**src/rtl/filter_stim_ctrl.sv**
```systemverilog
// -----------------------------------------------------------------------------
// filter_stim_ctrl
//
// Purpose
//   Steps the emulated filter's input `v_in` through a programmed table of
//   signed fixed-point levels. Each level is held for a programmed dwell.
//   During the dwell the block watches `v_out` and records whether, and after
//   how many dwell cycles, the output stayed within `tol` of the applied level
//   for `settle_cnt` consecutive cycles. One step record is emitted per level,
//   and a probe trigger fires when level 0 is first driven onto `v_in`.
//
// Configuration macro
//   STIM_LOOP_EN : when defined, the sequence wraps from the last level back
//                  to level 0 and repeats until `abort`. `probe_trig` fires on
//                  every wrap and `done` never asserts. When undefined, the
//                  block runs one pass and the wrap path is not built.
//
// Ports
//   emu_clk, emu_rst_n     clock, asynchronous active-low reset
//   start, abort           one-cycle control pulses (abort wins)
//   level_we/addr/wdata    level table write port (honoured only when idle)
//   num_levels             levels per sequence, 0..2**ADDR_W
//   dwell                  DWELL cycles per level (0 behaves as 1)
//   tol                    unsigned settle tolerance
//   settle_cnt             consecutive in-tolerance cycles needed to settle
//   v_out                  signed filter output being observed
//   v_in                   signed filter input being driven (registered)
//   busy                   high whenever the FSM is not idle
//   done                   one-cycle pulse after a single pass completes
//   probe_trig             one-cycle pulse in the cycle v_in first shows level 0
//   step_valid             one-cycle pulse per completed level
//   step_idx/settled/settle_time  step record, held until the next step_valid
//   dbg_state              current FSM state, for checkers and debug
//
// Step record interface: valid-only. step_valid is a single-cycle strobe and
// there is no ready/backpressure; a consumer must capture the fields on the
// strobe, although they also remain stable until the next strobe.
// -----------------------------------------------------------------------------
module filter_stim_ctrl #(
  parameter int WIDTH   = 18,
  parameter int ADDR_W  = 4,
  parameter int DWELL_W = 16,
  parameter int CNT_W   = 8
) (
  input  logic               emu_clk,
  input  logic               emu_rst_n,
  input  logic               start,
  input  logic               abort,
  input  logic               level_we,
  input  logic [ADDR_W-1:0]  level_addr,
  input  logic [WIDTH-1:0]   level_wdata,
  input  logic [ADDR_W:0]    num_levels,
  input  logic [DWELL_W-1:0] dwell,
  input  logic [WIDTH-1:0]   tol,
  input  logic [CNT_W-1:0]   settle_cnt,
  input  logic [WIDTH-1:0]   v_out,
  output logic [WIDTH-1:0]   v_in,
  output logic               busy,
  output logic               done,
  output logic               probe_trig,
  output logic               step_valid,
  output logic [ADDR_W-1:0]  step_idx,
  output logic               step_settled,
  output logic [DWELL_W-1:0] step_settle_time,
  output logic [2:0]         dbg_state
);

  localparam int DEPTH = 2 ** ADDR_W;

  typedef enum logic [2:0] {
    ST_IDLE  = 3'd0,
    ST_LOAD  = 3'd1,
    ST_DWELL = 3'd2,
    ST_NEXT  = 3'd3,
    ST_DONE  = 3'd4
  } state_t;

  // ---------------------------------------------------------------------------
  // State and datapath registers
  // ---------------------------------------------------------------------------
  state_t             state_q, state_d;
  logic [ADDR_W-1:0]  idx_q, idx_d;
  logic [WIDTH-1:0]   v_in_q, v_in_d;
  logic [DWELL_W-1:0] elapsed_q, elapsed_d;      // DWELL cycles completed
  logic [CNT_W-1:0]   run_q, run_d;              // consecutive in-tolerance cycles
  logic               settled_q, settled_d;
  logic [DWELL_W-1:0] settle_time_q, settle_time_d;

  logic               probe_q, probe_d;
  logic               done_q, done_d;
  logic               step_valid_q, step_valid_d;
  logic [ADDR_W-1:0]  step_idx_q, step_idx_d;
  logic               step_settled_q, step_settled_d;
  logic [DWELL_W-1:0] step_time_q, step_time_d;

  // Level table: plain register array, deliberately not reset so that a
  // programmed table survives an emulation reset.
  logic [WIDTH-1:0]   table_q [DEPTH];
  logic               tbl_we;

  // ---------------------------------------------------------------------------
  // Settle comparator
  // The difference is formed one bit wider than the operands so that the
  // extreme case (v_out = +max, v_in = -max) cannot overflow. Its magnitude
  // then fits in WIDTH+1 unsigned bits and is compared against tol
  // zero-extended to the same width.
  // ---------------------------------------------------------------------------
  logic signed [WIDTH:0] diff;
  logic        [WIDTH:0] diff_mag;
  logic                  in_tol;

  assign diff     = $signed({v_out[WIDTH-1], v_out}) - $signed({v_in_q[WIDTH-1], v_in_q});
  assign diff_mag = diff[WIDTH] ? (~$unsigned(diff) + 1'b1) : $unsigned(diff);
  assign in_tol   = (diff_mag <= {1'b0, tol});

  // Saturating increments: neither counter may wrap.
  logic [DWELL_W-1:0] elapsed_inc;
  logic [CNT_W-1:0]   run_inc;

  assign elapsed_inc = (&elapsed_q) ? elapsed_q : elapsed_q + 1'b1;
  assign run_inc     = (&run_q)     ? run_q     : run_q + 1'b1;

  // Current index is the last level of the sequence.
  logic is_last;
  assign is_last = ({1'b0, idx_q} == (num_levels - 1'b1));

  // ---------------------------------------------------------------------------
  // Next-state and datapath logic
  // ---------------------------------------------------------------------------
  always_comb begin
    state_d        = state_q;
    idx_d          = idx_q;
    v_in_d         = v_in_q;
    elapsed_d      = elapsed_q;
    run_d          = run_q;
    settled_d      = settled_q;
    settle_time_d  = settle_time_q;
    probe_d        = 1'b0;
    done_d         = 1'b0;
    step_valid_d   = 1'b0;
    step_idx_d     = step_idx_q;
    step_settled_d = step_settled_q;
    step_time_d    = step_time_q;
    tbl_we         = 1'b0;

    unique case (state_q)
      ST_IDLE: begin
        tbl_we = level_we;
        if (start) begin
          idx_d = '0;
          if (num_levels == '0) begin
            state_d = ST_DONE;
          end else begin
            state_d = ST_LOAD;
          end
        end
      end

      ST_LOAD: begin
        v_in_d        = table_q[idx_q];
        elapsed_d     = '0;
        run_d         = '0;
        // A zero qualifier counts as settled immediately with time 0.
        settled_d     = (settle_cnt == '0);
        settle_time_d = '0;
        // Registered alongside v_in so both change in the same cycle.
        probe_d       = (idx_q == '0);
        state_d       = ST_DWELL;
      end

      ST_DWELL: begin
        elapsed_d = elapsed_inc;
        run_d     = in_tol ? run_inc : '0;
        // run_d climbs by one from zero, so equality marks the first time
        // the qualifier is met within this step.
        if (!settled_q && (run_d == settle_cnt)) begin
          settled_d     = 1'b1;
          settle_time_d = elapsed_inc;
        end
        // elapsed_inc is the 1-based number of the current DWELL cycle;
        // dwell = 0 still yields one DWELL cycle.
        if (elapsed_inc >= dwell) begin
          state_d = ST_NEXT;
        end
      end

      ST_NEXT: begin
        step_valid_d   = 1'b1;
        step_idx_d     = idx_q;
        step_settled_d = settled_q;
        step_time_d    = settle_time_q;
        if (is_last) begin
`ifdef STIM_LOOP_EN
          idx_d   = '0;
          state_d = ST_LOAD;
`else
          state_d = ST_DONE;
`endif
        end else begin
          idx_d   = idx_q + 1'b1;
          state_d = ST_LOAD;
        end
      end

      ST_DONE: begin
`ifndef STIM_LOOP_EN
        done_d = 1'b1;
`endif
        state_d = ST_IDLE;
      end

      default: begin
        state_d = ST_IDLE;
      end
    endcase

    // Abort overrides every transition in any active state: v_in is parked at
    // zero and the interrupted step produces neither a record nor done.
    if (abort && (state_q != ST_IDLE)) begin
      state_d      = ST_IDLE;
      idx_d        = '0;
      v_in_d       = '0;
      probe_d      = 1'b0;
      done_d       = 1'b0;
      step_valid_d = 1'b0;
      step_idx_d     = step_idx_q;
      step_settled_d = step_settled_q;
      step_time_d    = step_time_q;
    end
  end

  // ---------------------------------------------------------------------------
  // Registers
  // ---------------------------------------------------------------------------
  always_ff @(posedge emu_clk or negedge emu_rst_n) begin
    if (!emu_rst_n) begin
      state_q        <= ST_IDLE;
      idx_q          <= '0;
      v_in_q         <= '0;
      elapsed_q      <= '0;
      run_q          <= '0;
      settled_q      <= 1'b0;
      settle_time_q  <= '0;
      probe_q        <= 1'b0;
      done_q         <= 1'b0;
      step_valid_q   <= 1'b0;
      step_idx_q     <= '0;
      step_settled_q <= 1'b0;
      step_time_q    <= '0;
    end else begin
      state_q        <= state_d;
      idx_q          <= idx_d;
      v_in_q         <= v_in_d;
      elapsed_q      <= elapsed_d;
      run_q          <= run_d;
      settled_q      <= settled_d;
      settle_time_q  <= settle_time_d;
      probe_q        <= probe_d;
      done_q         <= done_d;
      step_valid_q   <= step_valid_d;
      step_idx_q     <= step_idx_d;
      step_settled_q <= step_settled_d;
      step_time_q    <= step_time_d;
    end
  end

  always_ff @(posedge emu_clk) begin
    if (tbl_we) begin
      table_q[level_addr] <= level_wdata;
    end
  end

  // ---------------------------------------------------------------------------
  // Outputs
  // ---------------------------------------------------------------------------
  assign v_in             = v_in_q;
  assign busy             = (state_q != ST_IDLE);
  assign done             = done_q;
  assign probe_trig       = probe_q;
  assign step_valid       = step_valid_q;
  assign step_idx         = step_idx_q;
  assign step_settled     = step_settled_q;
  assign step_settle_time = step_time_q;
  assign dbg_state        = state_q;

endmodule
```
**config.mk**
```make
export PLATFORM = sky130hd
export DESIGN_NAME = filter_stim_ctrl
export DESIGN_NICKNAME = d
export VERILOG_FILES = /design/src/rtl/filter_stim_ctrl.sv
export SDC_FILE = /design/constraint.sdc
export NUM_CORES = 1
export LEC_CHECK = 0
export BUFFER_PORTS_ARGS = -buffer_cell sky130_fd_sc_hd__clkbuf_2
export CAP_MARGIN = 10
export CORE_MARGIN = 5
export CORE_UTILIZATION = 33
export CTS_CLUSTER_DIAMETER = 30
export CTS_CLUSTER_SIZE = 14
export DETAILED_ROUTE_END_ITERATION = 16
export PLACE_DENSITY_LB_ADDON = 0.08
export SLEW_MARGIN = 10
export SYNTH_ARGS = -nofsm -noshare
export SYNTH_HDL_FRONTEND = slang
export SYNTH_SLANG_ARGS = --single-unit
```
**constraint.sdc**
```tcl
create_clock -name emu_clk -period 6.8 [get_ports emu_clk]
set_input_delay 1.36 -clock emu_clk [delete_from_list [all_inputs] [get_ports emu_clk]]
set_output_delay 1.36 -clock emu_clk [all_outputs]
set_load 0.05 [all_outputs]
```
# Yosys cells after proc, flatten, opt, wreduce, memory -nomap -nowiden
# Memories as Yosys holds them, arrays and structs flattened.
# Index checks and enable logic that the tools add are counted.
# totals
ff_bits	90
mem_count	1
input_bits	92
ram_bits	288
# op_classes
n_eq_ne	10
magnitude_cmp	2
bitwise_logic	2
reduce_logical	17
n_addsub	6
mux	31
# mem_list
memory	words	width	read_ports	rd_ports_with_merged_regs	wr	line_no	rtl
table_q	16	18	1	0	1	98	logic [WIDTH-1:0] table_q [DEPTH];
# ops
op	n
case mux 16 bit (2 select lines)	2
two-way mux 18 bit	2
two-way mux 16 bit	2
adder 19 x 1 -> 19 bit, second input constant	1
less-or-equal comparator 19 x 18 -> 1 bit	1
two-way mux 19 bit	1
inverter 19 bit	1
subtractor 18 x 18 -> 19 bit	1
adder 16 x 1 -> 16 bit, second input constant	1
greater-or-equal comparator 16 bit	1
two-way mux 8 bit	2
case mux 8 bit (2 select lines)	1
AND reduction 16 bit	1
two-way mux 3 bit	5
two-way mux 4 bit	3
case mux 3 bit (4 select lines)	1
two-way mux 1 bit	10
!= test 3 bit, second input constant	3
adder 8 x 1 -> 8 bit, second input constant	1
== test 8 bit	1
zero test 8 bit	1
case mux 4 bit (2 select lines)	1
AND reduction 8 bit	1
== test 3 x 2 -> 1 bit, second input constant	2
17 further kinds	22

# Depth between registers and ports, before layout
# Gate-level depths: netlist of the first run.
# logic_depth
ltp_word	10
depth_mapped	25

# Worst setup path before layout of the first run
# OpenSTA, ideal clock, no wires.
# synth_path
path_type	input port to flip-flop
startpoint	input v_out[0]
endpoint	register settle_time_q[0]
setup_ns	0.128
path_buffers	0
t_required_ns	6.672
setup_slack_ns	0.560
arrival_ns	6.113
stages	22
path_cell_list	inv_1 > ha_1 > inv_1 > fa_1 > a211oi_2 > o31ai_4 > a31o_2 > nor4_1 > o21ai_0 > and3_1 > or4_1 > o21a_1 > xnor2_1 > ha_1 > a21o_1 > a21o_1 > a2111oi_0 > a21oi_1 > a41oi_4 > a22oi_2 > a21oi_4 > mux2_1
# synth_between
elab_chain_len	10
# synth_rtl
element	line_no	rtl
from (decl)	56	input logic [WIDTH-1:0] v_out,
subtractor 18 x 18 -> 19 bit *	112	assign diff = $signed({v_out[WIDTH-1], v_out}) - $signed({v_in_q[WIDTH-1], v_in_q});
inverter 19 bit	113	assign diff_mag = diff[WIDTH] ? (~$unsigned(diff) + 1'b1) : $unsigned(diff);
adder 19 x 1 -> 19 bit	113	
two-way mux 19 bit *	113	
less-or-equal comparator 19 x 18 -> 1 bit *	114	assign in_tol = (diff_mag <= {1'b0, tol});
two-way mux 8 bit *	173	run_d = in_tol ? run_inc : '0;
== test 8 bit *	176	if (!settled_q && (run_d == settle_cnt)) begin
logical AND 1 bit *	176	
!= test 2 bit (no source line) *	-	
AND reduction 2 bit (no source line) *	-	
to (signal assigned)	257	settle_time_q <= settle_time_d;
to (decl)	87	logic [DWELL_W-1:0] settle_time_q, settle_time_d;
# Mark *: on every way between the ends. The rest lies on a longest branch, timed or not.
# A chain may end at the register's enable or synchronous reset.

# Worst setup path after layout of the first run
# layout_path
startpoint	input v_out[0]
endpoint	register settle_time_q[12]
# Same word-level chain as after synthesis.

==> results of run 1 <==
[layout make-up]
class,instances,area [um2]
Clock inverter,67,693
Multi-Input combinational cell,703,6390
Timing Repair Buffer,156,843
Tap cell,688,861
Inverter,64,240
Fill cell,4789,30300
Clock buffer,104,2390
Sequential cell,378,10900
[through the flow]
step | util | power (uW)
CTS | 0.424 | 9500
global route | 0.424 | 9880
floorplan | - | 4490
finish | 0.424 | 9380
global placement | 0.365 | 5160
detailed placement | 0.365 | 5180
[cells by family (layout without fill, tap and decap cells)]
logic type      after synthesis  in the layout  synth area share
buf+inv                     107            391            0.0240
simple gates                294            294            0.0801
mux                         134            134             0.142
flops                       378            378             0.620
fa+ha+maj                    60             60            0.0431
compound gates              164            164            0.0660
xor+xnor                     51             51            0.0254
[metal layers]
metal | wire, um | GRT usage | share of wire
met5 | 0 | 0 | 0
met4 | 781 | 0.0480 | 0.017
met2 | 22400 | 0.263 | 0.48
met3 | 2010 | 0.0328 | 0.043
met1 | 21400 | 0.222 | 0.46
[power by group]
| group | total, uW | switching (uW) | internal (uW) |
|---|---|---|---|
| clock network | 4270 | 1350 | 2930 |
| logic | 2320 | 1460 | 860 |
| registers | 2790 | 154 | 2640 |
| total | 9380 | 2960 | 6420 |
[worst reg2reg max path: cells and delay by family (launching register included)]
kind                     cells  cell delay [ns]
XOR/XNOR                     2             0.36
buffers and inverters        2             0.25
AO/OA/AOI/OAI                9             2.19
flip-flops                   1             0.42
multiplexers                 1             0.22
adder cells (fa/ha/maj)      3             0.79
AND/OR/NAND/NOR              5             1.43
[synthesized netlist by cell type (all sizes together), types with 18 or more instances]
cell,count
nand3,26
mux2,23
a22o,20
mux2i,21
nand2,110
clkbuf,30
o21ai,40
inv,64
xor2,18
ha,59
mux4,90
nor3,20
nor2,56
edfxtp,288
dfrtp,90
a21oi,41
xnor2,33
[how the worst max path moves through the flow]
stage,start,to,slack (ns),cells after the start
global placement,v_out[0],settle_time_q[14]$_DFFE_PN0P_,0.19,24
finish,v_out[0],settle_time_q[12]$_DFFE_PN0P_,0.62,24
floorplan,v_out[0],settle_time_q[0]$_DFFE_PN0P_,0.56,22
global route,v_out[0],settle_time_q[5]$_DFFE_PN0P_,0.16,24
detailed placement,v_out[0],settle_time_q[12]$_DFFE_PN0P_,0.02,24
CTS,v_out[0],settle_time_q[12]$_DFFE_PN0P_,0.68,24
[flip-flops by register name (all words and copies together) (netlist names)]
register,cells
step_valid,1
step_settle_time,16
table_q,288
step_settled,1
run_q,8
done,1
v_in,18
dbg_state,3
step_idx,4
probe_trig,1
settle_time_q,16
settled_q,1
elapsed_q,16
idx_q,4
[placed cells by master (no fill, tap or decap), types with 17 or more instances in the layout]
cell	instances
a21oi_1	39
a22o_1	20
buf_4	19
clkbuf_16	92
clkbuf_2	136
clkinv_1	17
clkinv_2	23
dfrtp_1	87
edfxtp_1	288
ha_1	59
inv_1	64
mux2_2	22
mux2i_1	21
mux4_2	90
nand2_1	109
nand3_1	26
nor2_1	42
o21ai_0	36
xnor2_1	33
xor2_1	18
==> metrics, run 1 <==
final hold vios=0; TritonCTS buffer count=91; leading area contributor after synthesis=edfxtp_1; Post-synth EDFFs=~290; Setup Fix Bufs, Post-CTS=0; total gr overflow=0; Post-CTS Resized=0; Post-Synthesis Cell Area=0.0176 mm2; largest net degree at the start of global routing=67; CP Data Required Time=approximately 7.3 ns; placed cells=1989; Final ANT Viol Nets=0; worst path cell trace=clkbuf_2 -> inv_1 -> ha_1 -> inv_1 -> fa_1 -> a211oi_2 -> nor2_1 -> xor2_1 -> nor3_1 -> nand3_1 -> or3b_2 -> nor4_1 -> a21oi_1 -> xor2_1 -> ha_1 -> a21o_1 -> a21o_1 -> a2111oi_0 -> a21oi_1 -> a41oi_4 -> a22oi_2 -> a21oi_4 -> buf_12 -> mux2i_1; first-pass GRT wire length=71.2 mm; via count=10800; DP HPWL=28.8 mm; CP arrival=6.70 ns; final worst slack=0.621 ns; PortBufs=137; # IOs=around 140; critical path class=in2reg; hold slack final=0.503 ns; slowest CP cell=or3b_2; outcome=complete, no violations; row count=84; antenna violations before repair=0; Bufs and invs on worst path=4; number of global-route vias before repair=11500; Final Wtd Congestion=0.811; Die Height=241 um; syn_nets=1340; reg2reg end=settle_time_q[12]$_DFFE_PN0P_; leakage=0.00842 uW; CTS clk-pin slew, worst paths=roughly 0.04 ns; DR pass1 iterations=5; crit path time final=6.18 ns; CTS tree=built; Slew HR=0.335; Crit Path Max Fanout=15; fin nets=1546; CTS Hold Bufs=0; critical path's largest stage delay=~0.52 ns; register area share after synthesis=0.620; Hold EP=step_settle_time[8]$_DFFE_PN0P_; Die Area=around 0.058 mm2; maximum clock frequency=162 MHz; CTS root buf=clkbuf_16; Hold Path Cell Cnt=1; CTS Sinks=378; WL final=46.5 mm; # DRC=0; layout cells sized above 1=0.308; Worst Setup End Kind=flip-flop; Max Clock Skew=0.0195 ns; Worst Tran Pin Value=0.998 ns; Synth Flop Type=edfxtp_1; crit-path leading delay family=compound AO/OA/AOI/OAI gates; RSZ-0062 raised after global routing=no; antenna cells=0; post-route design area=between 0.02 and 0.025 mm2; Core Area=~0.053 mm2; Tcrit/Tclk final=0.909; FF-to-FF path depth=22; Setup violations, final=0; Layout area overhead=26.9%; fin cells=~2200; Hold Crit Class=reg2reg; Die Span X=241 um; Reg2Reg Setup Slack=1.06 ns; DP Area=~0.019 mm2; yosys warns=0; Reg-to-Reg Start=v_in[0]$_DFFE_PN0P_; GRT Total Usage=0.162; via density per instance=5.00; cells taking the most area after synthesis=edfxtp_1, dfrtp_1, mux4_2; Initial Util=0.334; CTS H-tree depth=3; Final Slew Violations=0; Setup Total Neg Slack=0 ns; Async SR Flop Fraction=0.238; worst vdd ir=0.000209 V; Mapped Avg Cell Area=14.8 um2; drt wl/cell=21.5 um; 1st-iter DRT viols=554; power per cell area=420 mW/mm2; min-delay src=step_settle_time[8]$_DFFE_PN0P_; Synth top area share=0.492; FF+latch count, synth=~380; synth unique cells=73; Max Root-Sink Buffers=3; Post-Place Worst Slack=0.0187 ns; clock latency on the worst-skew pair=around 0.61 ns; max-cap violations=0; Cells after Synth=about 1200; Worst setup SP type=primary input
Power figures use the tool's default switching activity.
==> inputs of run 2 (changes only) <==
--- a/config.mk
+++ b/config.mk
@@ -5,6 +5,7 @@
 export SDC_FILE = /design/constraint.sdc
 export NUM_CORES = 1
 export LEC_CHECK = 0
+export ABC_AREA = 1
 export BUFFER_PORTS_ARGS = -buffer_cell sky130_fd_sc_hd__clkbuf_2
 export CAP_MARGIN = 10
 export CORE_MARGIN = 5
==> constraint.sdc (replaced) <==
create_clock -name emu_clk -period 6.8 [get_ports emu_clk]
set_input_delay 1.36 -clock emu_clk [delete_from_list [all_inputs] [get_ports emu_clk]]
set_output_delay 1.36 -clock emu_clk [all_outputs]
set_load 0.005 [all_outputs]
==> run 2 against run 1 <==
Effect of this change: worst hold slack got worse by 0.032 ns; largest cell class unchanged; largest power group unchanged; area after synthesis is 3.4% higher; die area grew 3.3%; clock skew down 0.0029 ns.
==> metrics, run 2 <==
maximum clock frequency=180 MHz (+11%); Max Root-Sink Buffers=3 (unchanged); Mapped Avg Cell Area=9.82 um2 (-34%); Tcrit/Tclk final=0.816 (-0.0924); Post-synth EDFFs=288 (unchanged); Async SR Flop Fraction=0.238 (unchanged); CTS H-tree depth=3 (unchanged); CP Launch Point=v_out[0]; Layout area overhead=26.0%; total gr overflow=0 (unchanged); PortBufs=137 (unchanged); # IOs=138 (unchanged); Util after Layout=0.418 (-0.00634); GRT Total Usage=0.178 (+0.0164); critical path class=in2reg; WL final=54.2 mm (+16%); Crit Path Max Fanout=18 (+3); Post-CTS Resized=0 (unchanged); reg2reg end=settle_time_q[0]$_DFFE_PN0P_; critical path's largest stage delay=0.46 ns (-0.06 ns); layout cells sized above 1=0.164 (-0.144); DP HPWL=33.7 mm (+17%); 1st-iter DRT viols=957 (+73%); Setup Fix Bufs, Post-CTS=0 (unchanged); Die Area=0.0599 mm2 (+3.3%); first-pass GRT wire length=82.4 mm (+16%); CP dominant cell by count=nand2_1; DR pass1 iterations=5 (unchanged); Hold Crit Class=reg2reg; count leader, synth=nand2_1; max FFs per register=288 (unchanged); synth unique cells=46 (-37%); yosys warns=0 (unchanged); Sw Ratio=0.313 (-0.00176); Synth top area share=0.475 (-0.0162); antenna violations before repair=3 (+3); FF-to-FF path depth=34 (+55%); Post-Synthesis Cell Area=0.0182 mm2 (+3.4%); Core Area=0.0549 mm2 (+4.2%); Internal=6490 uW (+1.0%); leakage=0.00970 uW (+15%); max-cap violations=0 (unchanged); largest register by flop count=table_q; drt wl/cell=19.2 um (-11%); Die Height=245 um (+1.6%); TritonCTS buffer count=96 (+5.5%); Setup violations, final=0 (unchanged); CTS Hold Bufs=0 (unchanged); crit path time final=5.55 ns (-0.628 ns); Final Slew Violations=0 (unchanged); syn_nets=2005 (+50%); cells taking the most area after synthesis=edfxtp_1, dfrtp_1, nand2_1; clock latency on the worst-skew pair=0.61 ns (about the same); Initial Util=0.332 (-0.00259); number of global-route vias before repair=13800 (+20%); CP arrival=6.09 ns (-0.61 ns); Hold EP=step_settled$_DFFE_PN0P_; CTS Sinks=378 (unchanged); Slew HR=0.350 (+0.0155); Reg2Reg Setup Slack=1.68 ns (+0.62 ns); largest net degree at the start of global routing=93 (+39%); Reg-to-Reg Start=v_in[0]$_DFFE_PN0P_; Worst Tran Pin Value=0.975 ns (-0.0232 ns); Die Span X=245 um (+1.6%); worst vdd ir=0.000213 V (+2.1%); Max Clock Skew=0.0165 ns (-0.00294 ns); register area share after synthesis=0.599 (-0.0205); # DRC=0 (unchanged); CTS clk-pin slew, worst paths=0.05 ns (about the same); row count=86 (+2.4%); Final Wtd Congestion=0.845 (+4.2%); slowest CP cell=fa_1; min-delay src=step_settled$_DFFE_PN0P_; commonest non-fill, non-tap cell in the layout=nand2_1; Hold Path Cell Cnt=2 (+1); CTS root buf=clkbuf_16; outcome=complete, no violations; Final ANT Viol Nets=0 (unchanged); FF+latch count, synth=378 (unchanged); via count=13700 (+27%); power per cell area=412 mW/mm2 (-1.9%); Sequential Power Share=0.290 (-0.008); via density per instance=4.88 (-2.5%); most frequent cells in the layout=nand2_1, edfxtp_1, nor2_1; Combinational Power Share=0.242 (-0.005); Worst setup SP type=primary input; Worst Setup End Kind=flip-flop; Clock Power Share=0.468 (+0.012); fin nets=2182 (+41%); CP Data Required Time=7.34 ns (+0.02 ns); Cells after Synth=1853 (+56%); leading area contributor after synthesis=edfxtp_1; switching pwr=2960 uW (+0.18%); Synth Flop Type=edfxtp_1; Setup Total Neg Slack=0 ns (unchanged); CTS tree=built; RSZ-0062 raised after global routing=no; Commonest cells post-synth=nand2_1, edfxtp_1, nor2_1; final hold vios=0 (unchanged)
run 2: cell count changes after synthesis, moves of 62 or more:
cell and change:
inv_1 +142, mux4_2 -90, nand3_1 +62, nand2_1 +263, o21ai_0 +158, nor2_1 +171
run 2: worst max path at each step:
| stage | end | slack (ns) |
|---|---|---|
| 3_5_place_dp | settle_time_q[0]$_DFFE_PN0P_ | 0.62 |
| 3_3_place_gp | settle_time_q[0]$_DFFE_PN0P_ | 0.68 |
| 4_1_cts | settle_time_q[10]$_DFFE_PN0P_ | 1.25 |
| 6_report | settle_time_q[0]$_DFFE_PN0P_ | 1.25 |
| 5_1_grt | settle_time_q[2]$_DFFE_PN0P_ | 0.76 |
| 2_1_floorplan | settle_time_q[10]$_DFFE_PN0P_ | 1.40 |
run 2: area by class of cell:
class                   instances  area, um2
diodes                          1       2.50
clock buffers                 126       2580
clock inverters                55        623
fillers                      5361      32000
inverters                     209        791
multi-input cells            1195       6350
flip-flops and latches        378      10900
well taps                     704        881
repair buffers                150        786
run 2: stage by stage:
step / instances / worst slack [ns] / total power (uW) / cell area [um2] / hold slack [ns]
6_report: 2818 / 1.25 / 9450 / 22900 / 0.471
5_1_grt: 2817 / 0.761 / 10000 / 22900 / 0.480
4_1_cts: 2817 / 1.25 / 9560 / 22900 / 0.473
3_5_place_dp: 2636 / 0.622 / 5100 / 19700 / 0.462
3_3_place_gp: 2636 / 0.676 / 5090 / 19700 / 0.461
2_1_floorplan: 1853 / 1.40 / 4390 / 18200 / 0.450
run 2: power by group through the flow:
stage	sequential [uW]	clock (uW)	combinational (uW)
after floorplan	2730	0	1660
after global routing	2750	4640	2640
after CTS	2740	4490	2330
after detailed placement	2780	0	2320
after global placement	2780	0	2310
final	2740	4430	2280
run 2: worst max-delay path: cells and delay by family:
family          cells  cell delay, ns
compound gates      1            0.20
xor+xnor            2            0.34
fa+ha+maj           3            0.90
buf+inv             5            0.39
simple gates       25            2.88
run 2: routing by layer:
| metal | up-vias | GRT usage | part of all wire |
|---|---|---|---|
| li1 | 6734 | - | - |
| met1 | 6614 | 0.252 | 0.48 |
| met2 | 312 | 0.278 | 0.45 |
| met3 | 82 | 0.0428 | 0.053 |
| met4 | 4 | 0.0467 | 0.018 |
| met5 | - | 0 | 0.00039 |
run 2: cell families (layout without fill, tap and decap cells):
logic type | count (synthesis) | in the layout | synth area share
buffers and inverters | 280 | 540 | 0.0586
xor gates and xnor gates | 44 | 44 | 0.0220
and+or+nand+nor | 766 | 766 | 0.177
adders and majority gates | 60 | 60 | 0.0417
other | 0 | 1 | 0
AOI/OAI and AO/OA | 325 | 325 | 0.101
DFF | 378 | 378 | 0.599
